--- config.mk ---
export PLATFORM = sky130hd
export DESIGN_NAME = ap_unsi_wall_pipe
export DESIGN_NICKNAME = d
export VERILOG_FILES = /design/src/rtl/ap_mult_pkg.sv /design/src/rtl/ap_wall_csa_tree.sv /design/src/rtl/ap_unsi_wall_pipe.sv
export SDC_FILE = /design/constraint.sdc
export NUM_CORES = 1
export LEC_CHECK = 0
export ABC_AREA = 1
export CAP_MARGIN = 0
export CORE_ASPECT_RATIO = 1.2
export CORE_MARGIN = 2
export CORE_UTILIZATION = 55
export DETAILED_ROUTE_END_ITERATION = 6
export PLACE_DENSITY_LB_ADDON = 0.08
export SLEW_MARGIN = 10
export SYNTH_ARGS = -nofsm -noshare
export SYNTH_HDL_FRONTEND = slang
export SYNTH_SLANG_ARGS = --single-unit
--- constraint.sdc ---
create_clock -name clk -period 5 [get_ports clk]
set_clock_uncertainty 0.1 [all_clocks]
set_input_delay 1 -clock clk [delete_from_list [all_inputs] [get_ports clk]]
set_output_delay 1 -clock clk [all_outputs]
set_load 0.01 [all_outputs]
--- src/rtl/ap_mult_pkg.sv ---
// Shared helpers for the approximate unsigned multiplier family.
// Truncation clamping, compensation constant and result-width helper.
package ap_mult_pkg;

    function automatic int pw_of(input int dw);
        return 2 * dw;
    endfunction

    function automatic int clamp_k(input int k, input int k_max);
        return (k > k_max) ? k_max : k;
    endfunction

    // Half of the weight of the lowest kept column, centring the truncation error.
    function automatic logic [63:0] comp_const(input int keff, input int width);
        if (keff <= 0 || keff > width)
            return '0;
        return 64'd1 << (keff - 1);
    endfunction

endpackage

--- src/rtl/ap_wall_csa_tree.sv ---
// Combinational Wallace reduction of DW partial-product rows to two rows.
// Each level compresses row triples with 3:2 counters; leftovers pass through.
module ap_wall_csa_tree
    import ap_mult_pkg::*;
#(
    parameter int DW = 12
) (
    input  logic [DW*DW-1:0] pp,
    output logic [2*DW-1:0]  sum,
    output logic [2*DW-1:0]  carry
);

    localparam int PW = pw_of(DW);

    function automatic int levels(input int n0);
        int n;
        int l;
        n = n0;
        l = 0;
        while (n > 2) begin
            n = 2 * (n / 3) + n % 3;
            l++;
        end
        return l;
    endfunction

    localparam int LV = levels(DW);

    logic [PW-1:0] cur [DW];
    logic [PW-1:0] nxt [DW];
    int n;
    int m;

    always_comb begin
        n = DW;
        m = 0;
        for (int r = 0; r < DW; r++)
            cur[r] = {{DW{1'b0}}, pp[r*DW +: DW]} << r;
        for (int r = 0; r < DW; r++)
            nxt[r] = '0;
        for (int l = 0; l < LV; l++) begin
            for (int r = 0; r < DW; r++)
                nxt[r] = '0;
            for (int g = 0; g < DW / 3; g++) begin
                if (3 * g + 2 < n) begin
                    nxt[2*g] = cur[3*g] ^ cur[3*g+1] ^ cur[3*g+2];
                    nxt[2*g+1] = ((cur[3*g] & cur[3*g+1])
                                | (cur[3*g] & cur[3*g+2])
                                | (cur[3*g+1] & cur[3*g+2])) << 1;
                end
            end
            m = 2 * (n / 3);
            for (int t = 0; t < 2; t++) begin
                if (3 * (n / 3) + t < n)
                    nxt[m+t] = cur[3*(n/3)+t];
            end
            n = m + n % 3;
            for (int r = 0; r < DW; r++)
                cur[r] = nxt[r];
        end
        sum = cur[0];
        carry = cur[1];
    end

endmodule

--- src/rtl/ap_unsi_wall_pipe.sv ---
// Three-stage pipelined approximate unsigned Wallace multiplier.
// Low-column truncation with run-time k and constant compensation.
module ap_unsi_wall_pipe
    import ap_mult_pkg::*;
#(
    parameter int DW = 12,
    parameter int K_MAX = 8,
    parameter int KW = $clog2(K_MAX + 1)
) (
    input  logic            clk,
    input  logic            rst,
    input  logic            in_valid,
    output logic            in_ready,
    input  logic [DW-1:0]   muld,
    input  logic [DW-1:0]   mulr,
    input  logic [KW-1:0]   approx_k,
    output logic            out_valid,
    input  logic            out_ready,
    output logic [2*DW-1:0] res,
    output logic [KW-1:0]   res_k
);

    localparam int PW = pw_of(DW);

    logic            adv;
    logic            v1;
    logic            v2;
    logic [DW-1:0]   a1;
    logic [DW-1:0]   b1;
    logic [KW-1:0]   k1;
    logic [KW-1:0]   k2;
    logic [DW*DW-1:0] pp;
    logic [PW-1:0]   sum_c;
    logic [PW-1:0]   cry_c;
    logic [PW-1:0]   sum2;
    logic [PW-1:0]   cry2;

    // Whole-pipe stall: nothing moves while a result waits.
    assign adv = !out_valid | out_ready;
    assign in_ready = adv;

    always_ff @(posedge clk) begin
        if (rst) begin
            v1 <= 1'b0;
        end else if (adv) begin
            v1 <= in_valid;
            a1 <= muld;
            b1 <= mulr;
            k1 <= KW'(clamp_k(int'(approx_k), K_MAX));
        end
    end

    for (genvar j = 0; j < DW; j++) begin : g_row
        for (genvar i = 0; i < DW; i++) begin : g_col
            assign pp[j*DW+i] = a1[i] & b1[j] & ((i + j) >= int'(k1));
        end
    end

    ap_wall_csa_tree #(
        .DW(DW)
    ) u_tree (
        .pp(pp),
        .sum(sum_c),
        .carry(cry_c)
    );

    always_ff @(posedge clk) begin
        if (rst) begin
            v2 <= 1'b0;
        end else if (adv) begin
            v2 <= v1;
            sum2 <= sum_c;
            cry2 <= cry_c;
            k2 <= k1;
        end
    end

    // Outputs only change on a valid result so idle cycles keep res stable.
    always_ff @(posedge clk) begin
        if (rst) begin
            out_valid <= 1'b0;
            res <= '0;
            res_k <= '0;
        end else if (adv) begin
            out_valid <= v2;
            if (v2) begin
                res <= sum2 + cry2 + PW'(comp_const(int'(k2), PW));
                res_k <= k2;
            end
        end
    end

endmodule
==> results.py, run 1 <==
metrics = {
    "status": {
        "status": "completed",
    },
    "route": {
        "firstDrtPassIters": 5,
        "wirelength_microns": 21200,
        "via_count": 7271,
        "first_iter_violations": 473,
        "ant_nets": 0,
        "drc": 0,
        "wl_per_cell_microns": 15.1,
        "viasPerCell": 5.20,
    },
    "timing": {
        "worst_pin_slew_ns": 0.930,
        "relSlewSlack_pct": 38.0,
        "post-route-min-period_ns": 4.48,
        "rsz0062_at_grt": "no",
        "setup_viol": 0,
        "drv_slew": 0,
        "setup_slack_ns": 0.520,
        "finalHoldViolCount": 0,
        "period_share_pct": 89.6,
        "setup_tns_ns": 0,
        "fmax_ghz": 0.223,
    },
    "die": {
        "ios": 62,
        "initial_core_util_pct": 56.5,
        "core_area_sq_um": 17000,
        "die_h_microns": 149,
        "rows": 52,
        "die_w_microns": 125,
        "die_area_sq_um": 18500,
    },
    "synthesis": {
        "synth-async-reset-ratio_pct": 0,
        "yosys_warnings": 0,
        "syn_avg_cell_area_sq_um": 8.53,
        "synth_cell_types": 33,
        "synth_cells": 1124,
        "ys_seq_area_share_pct": 29.7,
        "synth_area_leaders": "fa_1, edfxtp_1, inv_1, ha_1, nand2_1",
        "synth_common_cells": "inv_1, nand2_1, fa_1, nor2_1, nand3_1",
        "synth_top_area_share_pct": 23.6,
        "synth_top_area_cell": "fa_1",
        "ys_ff_latch": 105,
        "synth_area_sq_um": 9590,
        "synth_edf_count": 74,
        "yosysMostFrequentCell": "inv_1",
        "synthFlopType": "edfxtp_1",
        "syn_nets": 1340,
    },
    "global_route": {
        "grt_use_met2_pct": 42.5,
        "grt.met1_usage_pct": 30.7,
        "overflow": 0,
        "grt_use_total_pct": 24.6,
        "grt_pass1_wl_microns": 35800,
        "grt_max_degree": 75,
        "use_met3_pct": 3.63,
        "antenna_found_initial": 0,
        "busiest_layer": "met2",
        "grt_pass1_vias": 7385,
    },
    "cts": {
        "cts_buffers": 9,
        "root_buffer": "clkbuf_16",
        "clk_pin_slew_ns": 0.08,
        "cts_sinks": 105,
        "clk_latency_ns": 0.36,
        "post_cts_buffers": 0,
        "tritoncts": "done",
        "htree_levels": 3,
        "cts-resized-gates": 0,
        "cts_hold_buf": 0,
        "clockBufferDepth": 2,
    },
    "critical_path": {
        "reg2reg_slack_ns": 0.52,
        "required_ns": 5.00,
        "rr_worst_depth": 12,
        "critPathLaunchType": "flop",
        "path_max_fanout": 10,
        "r2r-end": "sum2[13]",
        "end_kind": "flop",
        "r2r-start": "k1[2]",
        "worstSetupPathType": "reg -> reg",
        "arrival_ns": 4.48,
    },
    "placed_design": {
        "dp_worst_setup_slack_ns": 0.567,
        "dpl.hpwl_microns": 17200,
        "gp_congestion": 1.02,
        "dp_cells": 1382,
        "io_buffers": 61,
    },
    "power_and_ir_drop": {
        "ir_drop_mv": 0.193,
        "power.density_nw_per_um2": 387,
        "leakage_uw": 0.00547,
    },
    "layout": {
        "nNetsFinal": 1393,
        "area.growth.synth_to_final_pct": 11.6,
        "fill_cells": 1493,
        "layout-drive-gt1-share_pct": 4.57,
        "fin_cells": 1398,
        "antenna_cells": 0,
    },
    "min_path": {
        "min-delay-start": "v1",
        "hold_end": "v1",
        "whs_path_depth": 2,
        "min_path_type": "reg -> reg",
    },
    "run": {
        "cap_violations": 0,
    },
}
[per-layer routing]
layer,up-vias,share of wire [%]
met1,3401,41
met5,-,0
li1,3557,-
met3,66,5.6
met4,0,4.2
met2,247,49
[cells by family (layout without fill, tap and decap cells)]
family | after synthesis | in the layout | share of synthesized area [%]
compound gates | 44 | 44 | 2.66
fa+ha+maj | 184 | 184 | 32.9
flops | 105 | 105 | 29.7
simple gates | 474 | 474 | 21.4
buf+inv | 306 | 364 | 12.2
xor+xnor | 11 | 11 | 1.20
[layout make-up]
type                       count  area [sq um]  share of cell area (%)
multi-input combinational    713          5590                    52.2
sequential                   105          2840                    26.6
inverter                     279          1050                    9.79
timing repair buffer          69           671                    6.27
tap                          216           270                    2.53
clock buffer                  10           229                    2.14
clock inverter                 6          53.8                   0.503
[cell usage in the layout, fill, tap and decap left out, drive strengths merged, types with 2 or more instances in the layout]
cell             n
nor3            64
o21ai           22
clkdlybuf4s50   61
clkbuf          10
dfxtp           31
edfxtp          74
nand4           11
xnor2            2
fa             113
nand2          204
xor2             9
buf              8
ha              71
inv            277
clkinv           7
nand3           81
nor2           111
a21oi           20
[power by group]
group,internal [uW],switching (uW)
sequential,1150,96.1
clock,347,353
combinational,838,1350
total,2330,1800
[metrics by stage]
step / hold WS, ns / area (sq um) / utilization (%) / total power, uW
2_1_floorplan: 0.321 / 9590 / - / 2930
3_3_place_gp: 0.362 / 10400 / 61.4 / 3410
3_5_place_dp: 0.375 / 10400 / 61.4 / 3470
4_1_cts: 0.392 / 10700 / 63.0 / 4180
5_1_grt: 0.446 / 10700 / 63.0 / 4580
6_report: 0.397 / 10700 / 63.0 / 4140
[registers in the layout, summed over array words and instances (netlist names)]
name,flops
res,24
sum2,24
k1,4
v1,1
out_valid,1
cry2,18
v2,1
b1,12
res_k,4
a1,12
k2,4
[worst max-delay path by stage]
stage | from | end | cells past startpoint
2_1_floorplan | rst | a1[0] | 2
3_3_place_gp | k1[2] | sum2[13] | 12
3_5_place_dp | k1[2] | sum2[13] | 12
4_1_cts | k1[2] | sum2[13] | 12
5_1_grt | k1[2] | sum2[13] | 12
6_report | k1[2] | sum2[13] | 12
[critical path, stage by stage, from the launching register on]
cell      delay [ns]
edfxtp_1        0.51
nand2_1         0.27
clkinv_1        0.30
nand2_2         0.27
nand3_1         0.10
inv_1           0.09
fa_1            0.44
fa_1            0.51
inv_1           0.06
fa_1            0.50
fa_1            0.55
inv_1           0.05
fa_1            0.46
Note: power is estimated with default switching activity, not from simulation.
==> inputs of run 2 (changes only) <==
--- a/config.mk
+++ b/config.mk
@@ -6,9 +6,9 @@
 export NUM_CORES = 1
 export LEC_CHECK = 0
 export ABC_AREA = 1
-export CAP_MARGIN = 0
+export CAP_MARGIN = 10
 export CORE_ASPECT_RATIO = 1.2
-export CORE_MARGIN = 2
+export CORE_MARGIN = 1
 export CORE_UTILIZATION = 55
 export DETAILED_ROUTE_END_ITERATION = 6
 export PLACE_DENSITY_LB_ADDON = 0.08
==> results.py, run 2 (synthesis results as in run 1) <==
metrics = {
    "status": {
        "status": "completed",
    },
    "die": {
        "initial_core_util_pct": 56.5,
        "core_area_sq_um": 17000,
        "ios": 62,
        "rows": 52,
        "die_h_microns": 147,
        "die_w_microns": 123,
        "die_area_sq_um": 18000,
    },
    "placed_design": {
        "io_buffers": 61,
        "dpl.hpwl_microns": 17900,
        "dp_cells": 1382,
        "gp_congestion": 0.999,
    },
    "critical_path": {
        "path_depth": 12,
        "cp_top_family": "adder cells",
        "cp_cell_sequence": "nand2_1, clkinv_1, nand2_2, nand3_1, inv_1, fa_1, fa_1, inv_1, fa_1, fa_1, inv_1, fa_1",
        "required_ns": 5.01,
        "path_max_fanout": 10,
        "critPathSlowestCell": "fa_1",
        "r2r-start": "k1[2]",
        "max_stage_delay_ns": 0.54,
        "arrival_ns": 4.44,
        "r2r-end": "sum2[13]",
        "crit_start": "k1[2]",
        "rr_worst_depth": 12,
        "reg2reg_slack_ns": 0.57,
        "cpMostUsedCell": "fa_1",
        "critPathLaunchType": "flop",
        "cp_num_buf_inv": 4,
        "crit_path_end": "sum2[13]",
        "end_kind": "flop",
        "worstSetupPathType": "reg -> reg",
    },
    "cts": {
        "tritoncts": "done",
        "cts_buffers": 9,
        "clockBufferDepth": 2,
        "post_cts_buffers": 0,
        "clk_pin_slew_ns": 0.08,
        "cts-resized-gates": 0,
        "root_buffer": "clkbuf_16",
        "cts_hold_buf": 0,
        "clk_latency_ns": 0.36,
        "htree_levels": 3,
        "cts_sinks": 105,
    },
    "layout": {
        "antenna_cells": 0,
        "area.growth.synth_to_final_pct": 11.9,
        "nNetsFinal": 1393,
        "layout_common_cells": "inv_1, nand2_1, fa_1",
        "final_common_cell": "inv_1",
        "ff_latch_area_sq_um": 2840,
        "multi_input_area_sq_um": 5580,
        "fin_cells": 1398,
        "fill_cells": 1511,
        "layout-drive-gt1-share_pct": 4.48,
        "largestRegisters": "res (24), sum2 (24), cry2 (18)",
    },
    "min_path": {
        "min_path_type": "reg -> reg",
    },
    "global_route": {
        "overflow": 0,
        "grt_max_degree": 47,
        "grt_pass1_wl_microns": 35200,
        "antenna_found_initial": 0,
        "grt_use_total_pct": 26.3,
        "grt_pass1_vias": 7038,
    },
    "timing": {
        "relSlewSlack_pct": 32.4,
        "setup_tns_ns": 0,
        "post-route-min-period_ns": 4.43,
        "drv_slew": 0,
        "period_share_pct": 88.6,
        "setup_viol": 0,
        "fmax_ghz": 0.226,
        "finalHoldViolCount": 0,
        "rsz0062_at_grt": "no",
        "worst_pin_slew_ns": 1.01,
        "hold_slack_ns": 0.384,
    },
    "route": {
        "ant_nets": 0,
        "viasPerCell": 5.20,
        "via_count": 7269,
        "wl_per_cell_microns": 15.7,
        "drc": 0,
        "wirelength_microns": 22000,
        "first_iter_violations": 401,
        "firstDrtPassIters": 5,
    },
    "power_and_ir_drop": {
        "power.density_nw_per_um2": 390,
        "leakage_uw": 0.00548,
        "ir_drop_mv": 0.205,
    },
    "run": {
        "cap_violations": 0,
    },
}
[run 2: changes by cell type in the layout (fill, tap and decap cells not counted)]
| cell | delta |
|---|---|
| buf_12 | +1 |
| nor2_2 | +1 |
| clkinv_4 | -1 |
| nor2_4 | -1 |
| bufinv_16 | +1 |
| clkinv_1 | +1 |
| inv_8 | -1 |
| buf_4 | -1 |
[run 2: final cells by class]
class | instances | area share [%]
Multi-Input combinational cell | 713 | 52.1
Sequential cell | 105 | 26.5
Inverter | 279 | 9.77
Timing Repair Buffer | 69 | 6.37
Tap cell | 216 | 2.52
Clock buffer | 10 | 2.14
Clock inverter | 6 | 0.630
[run 2: metal layers]
metal | global-route usage (%) | vias to the layer above | part of all wire (%)
met5 | 0 | - | 0
met3 | 3.36 | 57 | 4.5
met2 | 44.8 | 229 | 50
li1 | - | 3556 | -
met4 | 12.1 | 0 | 4.2
met1 | 33.0 | 3427 | 42
[run 2: worst min-delay path by stage]
stage	from	depth (start not counted)	end
2_1_floorplan	k1[1]	0	k2[1]
3_3_place_gp	v1	2	v1
3_5_place_dp	v1	2	v1
4_1_cts	v1	2	v1
5_1_grt	v1	2	v1
6_report	v1	2	v1
[run 2: stage by stage]
step,utilization (%),area [sq um],setup WS (ns),power (uW)
2_1_floorplan,-,9590,0.137,2930
3_3_place_gp,61.4,10400,0.660,3420
3_5_place_dp,61.4,10400,0.607,3480
4_1_cts,63.1,10700,0.594,4230
5_1_grt,63.1,10700,0.323,4610
6_report,63.1,10700,0.568,4190
[run 2: tightest hold or removal path: cells and delay by family (launching register included)]
family / cells / cell delay (ns)
simple gates: 2 / 0.12
flops: 1 / 0.33
[run 2: report_power, final]
group	switching (uW)	internal, uW
Sequential	96.9	1150
Combinational	1360	842
Clock	349	391
Total	1800	2380
